**src/rtl/sw_pkg.sv**
```systemverilog
// sw_pkg: shared types for the packet-switch input side.
//   flit_t  - 2-bit flit type carried alongside every payload word.
//   state_t - input buffer manager FSM states.
package sw_pkg;

    typedef enum logic [1:0] {
        NONE = 2'd0,
        HEAD = 2'd1,
        BODY = 2'd2,
        TAIL = 2'd3
    } flit_t;

    typedef enum logic [1:0] {
        IDLE = 2'd0,
        AREQ = 2'd1,
        XFER = 2'd2,
        DROP = 2'd3
    } state_t;

endpackage

```
**src/rtl/isbm_param_if.sv**
```systemverilog
// isbm_param_if: flit, arbiter and error-pulse bundle of one switch input port.
//   master : traffic source / arbiter side (drives in_*, ack)
//   slave  : input buffer manager side (drives in_ready, out_*, req, *_err)
interface isbm_param_if
    import sw_pkg::*;
#(
    parameter int NPORT = 4,
    parameter int W     = 16
);
    logic             in_valid;
    flit_t            in_type;
    logic [W-1:0]     in_data;
    logic             in_ready;
    logic             out_valid;
    flit_t            out_type;
    logic [W-1:0]     out_data;
    logic [NPORT-1:0] req;
    logic             ack;
    logic             timeout_err;
    logic             len_err;
    logic             stray_err;

    modport master (
        output in_valid, in_type, in_data, ack,
        input  in_ready, out_valid, out_type, out_data, req,
               timeout_err, len_err, stray_err
    );

    modport slave (
        input  in_valid, in_type, in_data, ack,
        output in_ready, out_valid, out_type, out_data, req,
               timeout_err, len_err, stray_err
    );
endinterface

```
**src/rtl/sw_fifo.sv**
```systemverilog
// sw_fifo: show-ahead synchronous FIFO.
//   clk, rst          clock, synchronous active-high reset (pointers only)
//   wr_en, wr_data    push; ignored while full
//   rd_en             pop of the current head; ignored while empty
//   rd_data           current head word (valid when !empty)
//   full, empty       occupancy flags
module sw_fifo #(
    parameter int W     = 18,
    parameter int DEPTH = 8
) (
    input  logic         clk,
    input  logic         rst,
    input  logic         wr_en,
    input  logic [W-1:0] wr_data,
    input  logic         rd_en,
    output logic [W-1:0] rd_data,
    output logic         full,
    output logic         empty
);
    localparam int AW = $clog2(DEPTH);
    localparam logic [AW:0] PTR_ONE = (AW + 1)'(1);

    logic [W-1:0] mem [DEPTH];
    logic [AW:0]  wr_ptr;
    logic [AW:0]  rd_ptr;
    logic         wr_ok;
    logic         rd_ok;

    // Pointers carry one extra wrap bit so full and empty are distinguishable.
    assign empty = (wr_ptr == rd_ptr);
    assign full  = (wr_ptr[AW] != rd_ptr[AW]) && (wr_ptr[AW-1:0] == rd_ptr[AW-1:0]);
    assign wr_ok = wr_en && !full;
    assign rd_ok = rd_en && !empty;

    always_ff @(posedge clk) begin
        if (rst) begin
            wr_ptr <= '0;
            rd_ptr <= '0;
        end else begin
            if (wr_ok) wr_ptr <= wr_ptr + PTR_ONE;
            if (rd_ok) rd_ptr <= rd_ptr + PTR_ONE;
        end
    end

    always_ff @(posedge clk) begin
        if (wr_ok) mem[wr_ptr[AW-1:0]] <= wr_data;
    end

    assign rd_data = mem[rd_ptr[AW-1:0]];
endmodule

```
**src/rtl/isbm_param.sv**
```systemverilog
// isbm_param: input-side buffer manager for one switch port.
// Buffers incoming flits, decodes the destination from the HEAD flit,
// requests the crossbar with a one-hot req, and streams the packet after
// grant. Abandons grant waits after TIMEOUT cycles, truncates packets
// longer than MAXLEN flits, and discards flits that arrive without a HEAD.
//   clk, rst   clock, synchronous active-high reset
//   bus        isbm_param_if slave: in_* write side, out_* stream side,
//              req/ack arbiter handshake, one-cycle error pulses
module isbm_param
    import sw_pkg::*;
#(
    parameter int NPORT    = 4,
    parameter int W        = 16,
    parameter int DEPTH    = 8,
    parameter int DEST_LSB = 0,
    parameter int TIMEOUT  = 64,
    parameter int MAXLEN   = 16
) (
    input  logic        clk,
    input  logic        rst,
    isbm_param_if.slave bus
);
    localparam int DW  = (NPORT > 1) ? $clog2(NPORT) : 1;
    localparam int WCW = $clog2(TIMEOUT + 2);
    localparam int LCW = $clog2(MAXLEN + 2);
    localparam logic [WCW-1:0]   WAIT_LAST = WCW'((TIMEOUT > 0) ? TIMEOUT - 1 : 0);
    localparam logic [LCW-1:0]   LEN_LAST  = LCW'((MAXLEN > 0) ? MAXLEN - 1 : 0);
    localparam logic [WCW-1:0]   WCNT_ONE  = WCW'(1);
    localparam logic [LCW-1:0]   FCNT_ONE  = LCW'(1);
    localparam logic [NPORT-1:0] REQ_ONE   = NPORT'(1);

    state_t           state;
    state_t           state_n;
    logic [DW-1:0]    dest;
    logic [WCW-1:0]   wcnt;
    logic [LCW-1:0]   fcnt;

    logic             f_wr;
    logic             re;
    logic [W+1:0]     f_rdata;
    logic             f_full;
    logic             f_empty;
    flit_t            head_type;
    logic [W-1:0]     head_data;
    logic             visible;
    logic             latch_dest;
    logic             len_hit;

    logic             out_valid;
    logic [NPORT-1:0] req;
    logic             terr;
    logic             lerr;
    logic             serr;

    // NONE flits are never buffered; nothing is accepted while in reset.
    assign bus.in_ready = !f_full && !rst;
    assign f_wr         = bus.in_valid && bus.in_ready && (bus.in_type != NONE);

    sw_fifo #(
        .W     (W + 2),
        .DEPTH (DEPTH)
    ) u_fifo (
        .clk     (clk),
        .rst     (rst),
        .wr_en   (f_wr),
        .wr_data ({bus.in_type, bus.in_data}),
        .rd_en   (re),
        .rd_data (f_rdata),
        .full    (f_full),
        .empty   (f_empty)
    );

    assign head_type    = flit_t'(f_rdata[W+1:W]);
    assign head_data    = f_rdata[W-1:0];
    assign visible      = !f_empty && !rst;
    assign bus.out_type = visible ? head_type : NONE;
    assign bus.out_data = visible ? head_data : '0;

    // fcnt is the number of flits already popped for this packet, so the
    // flit being popped now is the MAXLEN-th when fcnt == MAXLEN-1.
    assign len_hit = (MAXLEN != 0) && (fcnt == LEN_LAST);

    always_ff @(posedge clk) begin
        if (rst) state <= IDLE;
        else     state <= state_n;
    end

    // Counters clear while IDLE, which is the only way into AREQ.
    always_ff @(posedge clk) begin
        if (rst || state == IDLE) begin
            wcnt <= '0;
            fcnt <= '0;
        end else begin
            if (state == AREQ && wcnt != '1) wcnt <= wcnt + WCNT_ONE;
            if (re && fcnt != '1)            fcnt <= fcnt + FCNT_ONE;
        end
    end

    always_ff @(posedge clk) begin
        if (latch_dest) dest <= head_data[DEST_LSB +: DW];
    end

    always_comb begin
        state_n    = state;
        re         = 1'b0;
        out_valid  = 1'b0;
        req        = '0;
        terr       = 1'b0;
        lerr       = 1'b0;
        serr       = 1'b0;
        latch_dest = 1'b0;
        if (!rst) begin
            unique case (state)
                IDLE: begin
                    if (!f_empty) begin
                        if (head_type == HEAD) begin
                            latch_dest = 1'b1;
                            state_n    = AREQ;
                        end else begin
                            re   = 1'b1;
                            serr = 1'b1;
                        end
                    end
                end
                AREQ: begin
                    req = REQ_ONE << dest;
                    if (bus.ack) begin
                        re        = 1'b1;
                        out_valid = 1'b1;
                        if (len_hit) begin
                            lerr    = 1'b1;
                            state_n = DROP;
                        end else begin
                            state_n = XFER;
                        end
                    end else if (TIMEOUT != 0 && wcnt == WAIT_LAST) begin
                        terr    = 1'b1;
                        state_n = DROP;
                    end
                end
                XFER: begin
                    req = REQ_ONE << dest;
                    if (!f_empty) begin
                        re        = 1'b1;
                        out_valid = 1'b1;
                        if (head_type == TAIL) begin
                            state_n = IDLE;
                        end else if (len_hit) begin
                            lerr    = 1'b1;
                            state_n = DROP;
                        end
                    end
                end
                DROP: begin
                    if (!f_empty) begin
                        re = 1'b1;
                        if (head_type == TAIL) state_n = IDLE;
                    end
                end
                default: state_n = IDLE;
            endcase
        end
    end

    assign bus.out_valid   = out_valid;
    assign bus.req         = req;
    assign bus.timeout_err = terr;
    assign bus.len_err     = lerr;
    assign bus.stray_err   = serr;
endmodule
```
**src/flat_wrapper.sv**
```systemverilog
// flat-port wrapper written by rule: the top's interface ports become plain ports
module isbm_param_flat import sw_pkg::*;
#(
    parameter int NPORT    = 4,
    parameter int W        = 16,
    parameter int DEPTH    = 8,
    parameter int DEST_LSB = 0,
    parameter int TIMEOUT  = 64,
    parameter int MAXLEN   = 16
)
  (clk, rst, bus_in_valid, bus_in_type, bus_in_data, bus_ack, bus_in_ready, bus_out_valid, bus_out_type, bus_out_data, bus_req, bus_timeout_err, bus_len_err, bus_stray_err);
  isbm_param_if #(.NPORT(NPORT), .W(W)) bus_i ();
  input  logic clk;
  input  logic rst;
  input wire logic [$bits(bus_i.in_valid)-1:0] bus_in_valid;
  input wire logic [$bits(bus_i.in_type)-1:0] bus_in_type;
  input wire logic [$bits(bus_i.in_data)-1:0] bus_in_data;
  input wire logic [$bits(bus_i.ack)-1:0] bus_ack;
  output wire logic [$bits(bus_i.in_ready)-1:0] bus_in_ready;
  output wire logic [$bits(bus_i.out_valid)-1:0] bus_out_valid;
  output wire logic [$bits(bus_i.out_type)-1:0] bus_out_type;
  output wire logic [$bits(bus_i.out_data)-1:0] bus_out_data;
  output wire logic [$bits(bus_i.req)-1:0] bus_req;
  output wire logic [$bits(bus_i.timeout_err)-1:0] bus_timeout_err;
  output wire logic [$bits(bus_i.len_err)-1:0] bus_len_err;
  output wire logic [$bits(bus_i.stray_err)-1:0] bus_stray_err;
  assign bus_i.in_valid = bus_in_valid;
  assign bus_i.in_type = bus_in_type;
  assign bus_i.in_data = bus_in_data;
  assign bus_i.ack = bus_ack;
  assign bus_in_ready = bus_i.in_ready;
  assign bus_out_valid = bus_i.out_valid;
  assign bus_out_type = bus_i.out_type;
  assign bus_out_data = bus_i.out_data;
  assign bus_req = bus_i.req;
  assign bus_timeout_err = bus_i.timeout_err;
  assign bus_len_err = bus_i.len_err;
  assign bus_stray_err = bus_i.stray_err;
  isbm_param #(.NPORT(NPORT), .W(W), .DEPTH(DEPTH), .DEST_LSB(DEST_LSB), .TIMEOUT(TIMEOUT), .MAXLEN(MAXLEN)) u_core (.clk(clk), .rst(rst), .bus(bus_i));
endmodule
```
**config.mk**
```make
export PLATFORM = sky130hd
export DESIGN_NAME = isbm_param_flat
export DESIGN_NICKNAME = d
export VERILOG_FILES = /design/src/rtl/sw_pkg.sv /design/src/rtl/isbm_param_if.sv /design/src/rtl/sw_fifo.sv /design/src/rtl/isbm_param.sv /design/src/flat_wrapper.sv
export SDC_FILE = /design/constraint.sdc
export NUM_CORES = 1
export LEC_CHECK = 0
export BUFFER_PORTS_ARGS = -buffer_cell sky130_fd_sc_hd__buf_2
export CAP_MARGIN = 20
export CELL_PAD_IN_SITES_DETAIL_PLACEMENT = 1
export CELL_PAD_IN_SITES_GLOBAL_PLACEMENT = 1
export CORE_MARGIN = 2
export CORE_UTILIZATION = 50
export CTS_CLUSTER_SIZE = 8
export DETAILED_ROUTE_END_ITERATION = 10
export PLACE_DENSITY = 0.8
export SYNTH_ARGS = -nofsm -noshare
export SYNTH_HDL_FRONTEND = slang
export SYNTH_SLANG_ARGS = --single-unit
export TNS_END_PERCENT = 50
```
**constraint.sdc**
```tcl
create_clock -name clk -period 3.12 [get_ports clk]
set_input_delay 0.156 -clock clk [delete_from_list [all_inputs] [get_ports clk]]
set_output_delay 0.156 -clock clk [all_outputs]
set_load 0.005 [all_outputs]
```
After elaboration in Yosys (flattened, before gate mapping)
Memory sizes are Yosys's and may differ from the RTL's. A register that Yosys moved wholly into a read port is not among the register bits. Index checks and enable logic that the tools add are counted.

Flip-flop bits (word level): 24. Bits in writable memories: 144. Input bits: 22. Output and inout bits: 27. Word-level logic and storage cells: 92. Memories kept: 1.

Memories: u_core.u_fifo.mem (depth 8, bits a word 18, rd ports 1, clocked after memory_dff 1, wr ports 1, RTL line sw_fifo.sv:23) `logic [W-1:0] mem [DEPTH];`.

Add/subtract/negate cells: 4. Equality and inequality tests: 19. Shift-type cells: 1. Mux-type cells: 43. Reduce and logical (&&, ||, !) cells: 18.

Operators with widths (count): 1-bit 2-to-1 mux (24); 2-bit 2-to-1 mux (10); 16-bit 2-to-1 mux (1); 1-bit logical AND (9); 4-bit by 1-bit adder with 4-bit output (second input constant) (2); 4-bit 2-to-1 mux (2); 2-bit != test (second input constant) (4); 2-bit case mux with 4 select lines (1); 7-bit by 1-bit adder with 7-bit output (second input constant) (1); 7-bit by 6-bit == test with 1-bit output (second input constant) (1); 7-bit != test (second input constant) (1); 7-bit AND reduction (1); 2-bit == test (second input constant) (3); 3-bit 2-to-1 mux (2); 5-bit by 1-bit adder with 5-bit output (second input constant) (1); 5-bit by 4-bit == test with 1-bit output (second input constant) (1); 5-bit != test (second input constant) (1); 2-bit by 1-bit == test with 1-bit output (second input constant) (2); 4-bit == test (1); 1-bit case mux with 2 select lines (2); 2-bit OR reduction (2); 1-bit by 2-bit << shifter with 4-bit output (first input constant) (1); 3-bit == test (1); 1-bit zero test (3); other kinds (8) (8).

Depth between registers and ports, before layout
Word-level depth: 9. Depth in mapped cells: 8. Mapped depth without buffers: 8.

By module
Synthesis repeated with hierarchy kept, for this count alone.

Cells, all modules: 439. Area, all modules: 7394.6 µm².

By module, submodules not included: sw_fifo (times used 1, cells each 292, area each 6157.2 µm², seq. area each 4544.4 µm²); isbm_param (times used 1, cells each 147, area each 1237.4 µm², seq. area each 340.3 µm²).

Worst setup path after synthesis
No wires, ideal clock.

Path kind: register to register. From: register u_core.u_fifo.wr_ptr[0]. To: memory u_core.u_fifo.mem[4][0], enable pin. Library setup time: 0.416 ns. Data arrival time: 2.569 ns. Required time: 2.704 ns. Setup slack: 0.135 ns. Stages on the path, launching flop included: 7. Buffers on the path: 1. Period minus slack after synthesis: 2.985 ns. Cell sequence: dfxtp_1 -> buf_2 -> xnor2_1 -> a41oi_1 -> o211a_1 -> nand2_1 -> nor3_1.

Longest elaborated chain between the ends: 9.

RTL lines: start, declared (RTL line sw_fifo.sv:24) `logic [AW:0] wr_ptr;`; start signal, assigned (RTL line sw_fifo.sv:40) `if (wr_ok) wr_ptr <= wr_ptr + PTR_ONE;`; 3-bit == test (RTL line sw_fifo.sv:31) `assign full = (wr_ptr[AW] != rd_ptr[AW]) && (wr_ptr[AW-1:0] == rd_ptr[AW-1:0]);`; 1-bit logical AND (RTL line sw_fifo.sv:31); 1-bit zero test (RTL line isbm_param.sv:56) `assign bus.in_ready = !f_full && !rst;`; 1-bit logical AND (RTL line isbm_param.sv:56); net bus_in_ready (RTL line flat_wrapper.sv:19) `output wire logic [$bits(bus_i.in_ready)-1:0] bus_in_ready;`; 1-bit logical AND (2 in series) (RTL line isbm_param.sv:57) `assign f_wr = bus.in_valid && bus.in_ready && (bus.in_type != NONE);`; 1-bit logical AND (RTL line sw_fifo.sv:32) `assign wr_ok = wr_en && !full;`; 1-bit 2-to-1 mux (RTL line sw_fifo.sv:46) `if (wr_ok) mem[wr_ptr[AW-1:0]] <= wr_data;`; 1-bit 2-to-1 mux (not written as such) (RTL line sw_fifo.sv:46); end, declared (RTL line sw_fifo.sv:23).

The timed path passes the listed nets, and every way through them passes these cells.

==> flow_summary.toml <==
[synth]
synthCells = 400
synthTopCellsByArea = "edfxtp_1, mux4_2, dfxtp_1, mux2i_1, nor2_1"
synth_nets = 432
yosysTopAreaCell = "edfxtp_1"
synth_top_family_by_area = "multiplexers"
syn_avg_cell_area_um2 = 17.4
yosys.area_share.simple = 0.0617
netlist_area_um2 = 6950
synthAdderAreaFrac = 0.0180
ys_warn_count = 0
synthMuxAreaShare = 0.156
synth-seq-area-share = 0.703
synth_xor_area_frac = 0.0176
synth_compound_area_frac = 0.0283
ys_ff_latch = 171
netlist.area_leader.share = 0.631
yosysUniqueCellTypes = 42

[sta]
slew_viol_final = 0
hold_viol_final = 0
period_share = 0.868
fin_skew_ns = 0.00759
rsz0062_at_grt = "false"
setup_tns_ns = 0
max_clock_freq_mhz = 369
post-route-min-period_ns = 2.71
relSlewSlack = 0.651
tightest_slew_ns = 0.518
setup_ws_ns = 0.411
timing.hold.ws_ns = 0.0299
setup_viol = 0

[clock_network]
cts.reportedPaths.clkPinSlew_ns = 0.07
clock_latency_ns = 0.44
cts_sinks = 171
root_buffer = "clkbuf_16"
htree_levels = 4
cts_tree = "yes"
numCtsBuffers = 17
clockBufferDepth = 2

[layout]
final_common_cell = "edfxtp_1"
final_cell_mix = "edfxtp_1, buf_2, nor2_1"
fillers = 1240
layout.nets = 517
multi_input_area_um2 = 1970
syn_to_final_growth_pct = 18.4
antennaDiodeCount = 0
regArea_um2 = 4890
drive_gt1_frac = 0.295

[power_and_ir_drop]
p_clk_frac = 0.418
p_sw_mw = 1.15
fin_total_pwr_mw = 5.00
power.density_nw_per_um2 = 607
switching_share = 0.231
power_frac_comb = 0.076
p_int_mw = 3.84
irDropWorstVdd_uv = 715
power_frac_seq = 0.506
p_leak_nw = 2.82

[global_routing]
grt_max_degree = 25
grt_overflow = 0
grt_pass1_vias = 4222
antenna_found_initial = 0
grt_first_pass_wirelength_um = 23900
grt_usage = 0.227

[worst_setup_path]
start_kind = "flip-flop"
crit_path_max_fanout = 24
endpoint = "bus_out_data[5]"
cp.required_ns = 2.96
critPathCaptureType = "primary output"
slowest_delay_ns = 0.62
r2r_end = "u_core.fcnt[2]"
cp.arrival_ns = 2.55
crit_slowest_cell = "dfxtp_2"
critical_path.cell_chain = "buf_4, mux4_2, mux2i_1, nor2_1, buf_2"
worst-setup-path-type = "flip-flop to primary output"
rrSetupSlack_ns = 0.67
reg2reg_depth = 6

[drt]
drt_iter0_drc = 224
detail_route.first_pass.iterations = 5
post_drt_wl_per_cell_um = 22.8
drt-total-wl_um = 15500
antenna_left = 0
num_vias = 3890
viasPerCell = 5.74
drc = 0

[place]
dp_worst_setup_slack_ns = 0.678
hpwl_um = 9550
port_buffers = 48
routabilityCongestion = 0.741

[min_path]
hold_start = "bus_in_data[4]"
hp-class = "primary input to flip-flop"

[die]
fp.dieH_um = 122
io_pins = 49
initial_core_util = 0.507
die-area_um2 = 14900
core-area_um2 = 13700
rows = 43
die_w_um = 122

[job]
cap_violations = 0

[run_status]
status = "finished, final reports clean"
-- power groups by stage --
stage	Combinational (mW)	Clock (mW)	Sequential (mW)
after floorplan	0.253	0	2.56
after global placement	0.347	0	2.58
after detailed placement	0.361	0	2.58
after CTS	0.382	2.12	2.53
after global routing	0.413	2.20	2.53
final	0.378	2.09	2.53
-- worst min-delay path by stage --
| stage | end | depth (start not counted) |
|---|---|---|
| final | u_core.u_fifo.mem[3][4] | 1 |
| after global routing | u_core.u_fifo.mem[3][4] | 1 |
| after CTS | u_core.u_fifo.mem[3][4] | 1 |
| after detailed placement | u_core.u_fifo.mem[2][15] | 1 |
| after global placement | u_core.u_fifo.mem[0][14] | 1 |
| after floorplan | u_core.u_fifo.mem[0][0] | 0 |
-- sequential cells by signal, summed over array words and instances (netlist names), named ones only --
signal	count
u_core.u_fifo.rd_ptr	4
u_core.u_fifo.mem	144
u_core.state	2
u_core.wcnt	7
u_core.u_fifo.wr_ptr	4
u_core.fcnt	5
u_core.dest	2
-- cells by family (layout without fill, tap and decap cells) --
| family | Yosys count | in the layout |
|---|---|---|
| AO/OA/AOI/OAI | 25 | 25 |
| XOR/XNOR | 14 | 14 |
| adder cells (fa/ha/maj) | 10 | 10 |
| buffers and inverters | 24 | 122 |
| flip-flops | 171 | 171 |
| multiplexers | 62 | 62 |
| AND/OR/NAND/NOR | 94 | 94 |
-- synth_stat cells --
library cell / n
ha_1: 10
nand4_1: 7
and3_1: 5
or2_2: 1
a21oi_4: 1
buf_1: 2
nand2_1: 19
o21ai_0: 4
buf_6: 1
o21ai_1: 1
o221a_2: 1
or3_1: 2
mux2_2: 3
a31o_1: 1
o211ai_1: 1
o211a_1: 1
inv_1: 8
nand2b_1: 4
and4_1: 2
nand3_1: 2
mux4_2: 36
edfxtp_1: 146
o311a_1: 1
o32a_1: 1
clkbuf_1: 7
nor4_1: 1
o2111ai_2: 1
a41oi_1: 2
a211oi_1: 1
mux2i_1: 22
a21oi_2: 1
dfxtp_1: 25
o221a_1: 1
o31ai_1: 1
xor2_1: 6
buf_2: 6
nor2_1: 44
nor3_1: 5
xnor2_1: 8
a21oi_1: 6
mux2i_4: 1
nor3b_1: 2
-- through the flow --
step / utilization / cells / instance area [um^2]
finish: 0.600 / 678 / 8230
global route: 0.600 / 678 / 8230
CTS: 0.600 / 678 / 8230
detailed placement: 0.546 / 631 / 7490
global placement: 0.546 / 631 / 7490
floorplan: - / 400 / 6950
-- cell type report --
type / count / area share
Sequential cell: 171 / 0.594
Multi-Input combinational cell: 205 / 0.239
Timing Repair Buffer: 82 / 0.0648
Clock buffer: 19 / 0.0550
Tap cell: 180 / 0.0274
Clock inverter: 13 / 0.0161
Inverter: 8 / 0.00365
-- repair_timing --
| action | in CTS | in global routing |
|---|---|---|
| setup buffers | 0 | 0 |
| gates resized for setup | 0 | 0 |
| hold endpoints to repair | 110 | 0 |
| hold buffers | 15 | 0 |
-- critical path: cells and delay by family (launching register included) --
| kind | cells | cell delay (ns) |
|---|---|---|
| muxes | 2 | 0.79 |
| buffers and inverters | 2 | 0.65 |
| DFF | 1 | 0.62 |
| and+or+nand+nor | 1 | 0.06 |
-- metal layers --
layer | GRT usage | vias to the layer above | part of all wire
met3 | 0.0595 | 35 | 0.038
met2 | 0.392 | 95 | 0.53
met5 | 0 | - | 0
met4 | 0.0941 | 0 | 0.028
met1 | 0.272 | 2020 | 0.40
li1 | - | 1740 | -
Power figures use the tool's default switching activity.
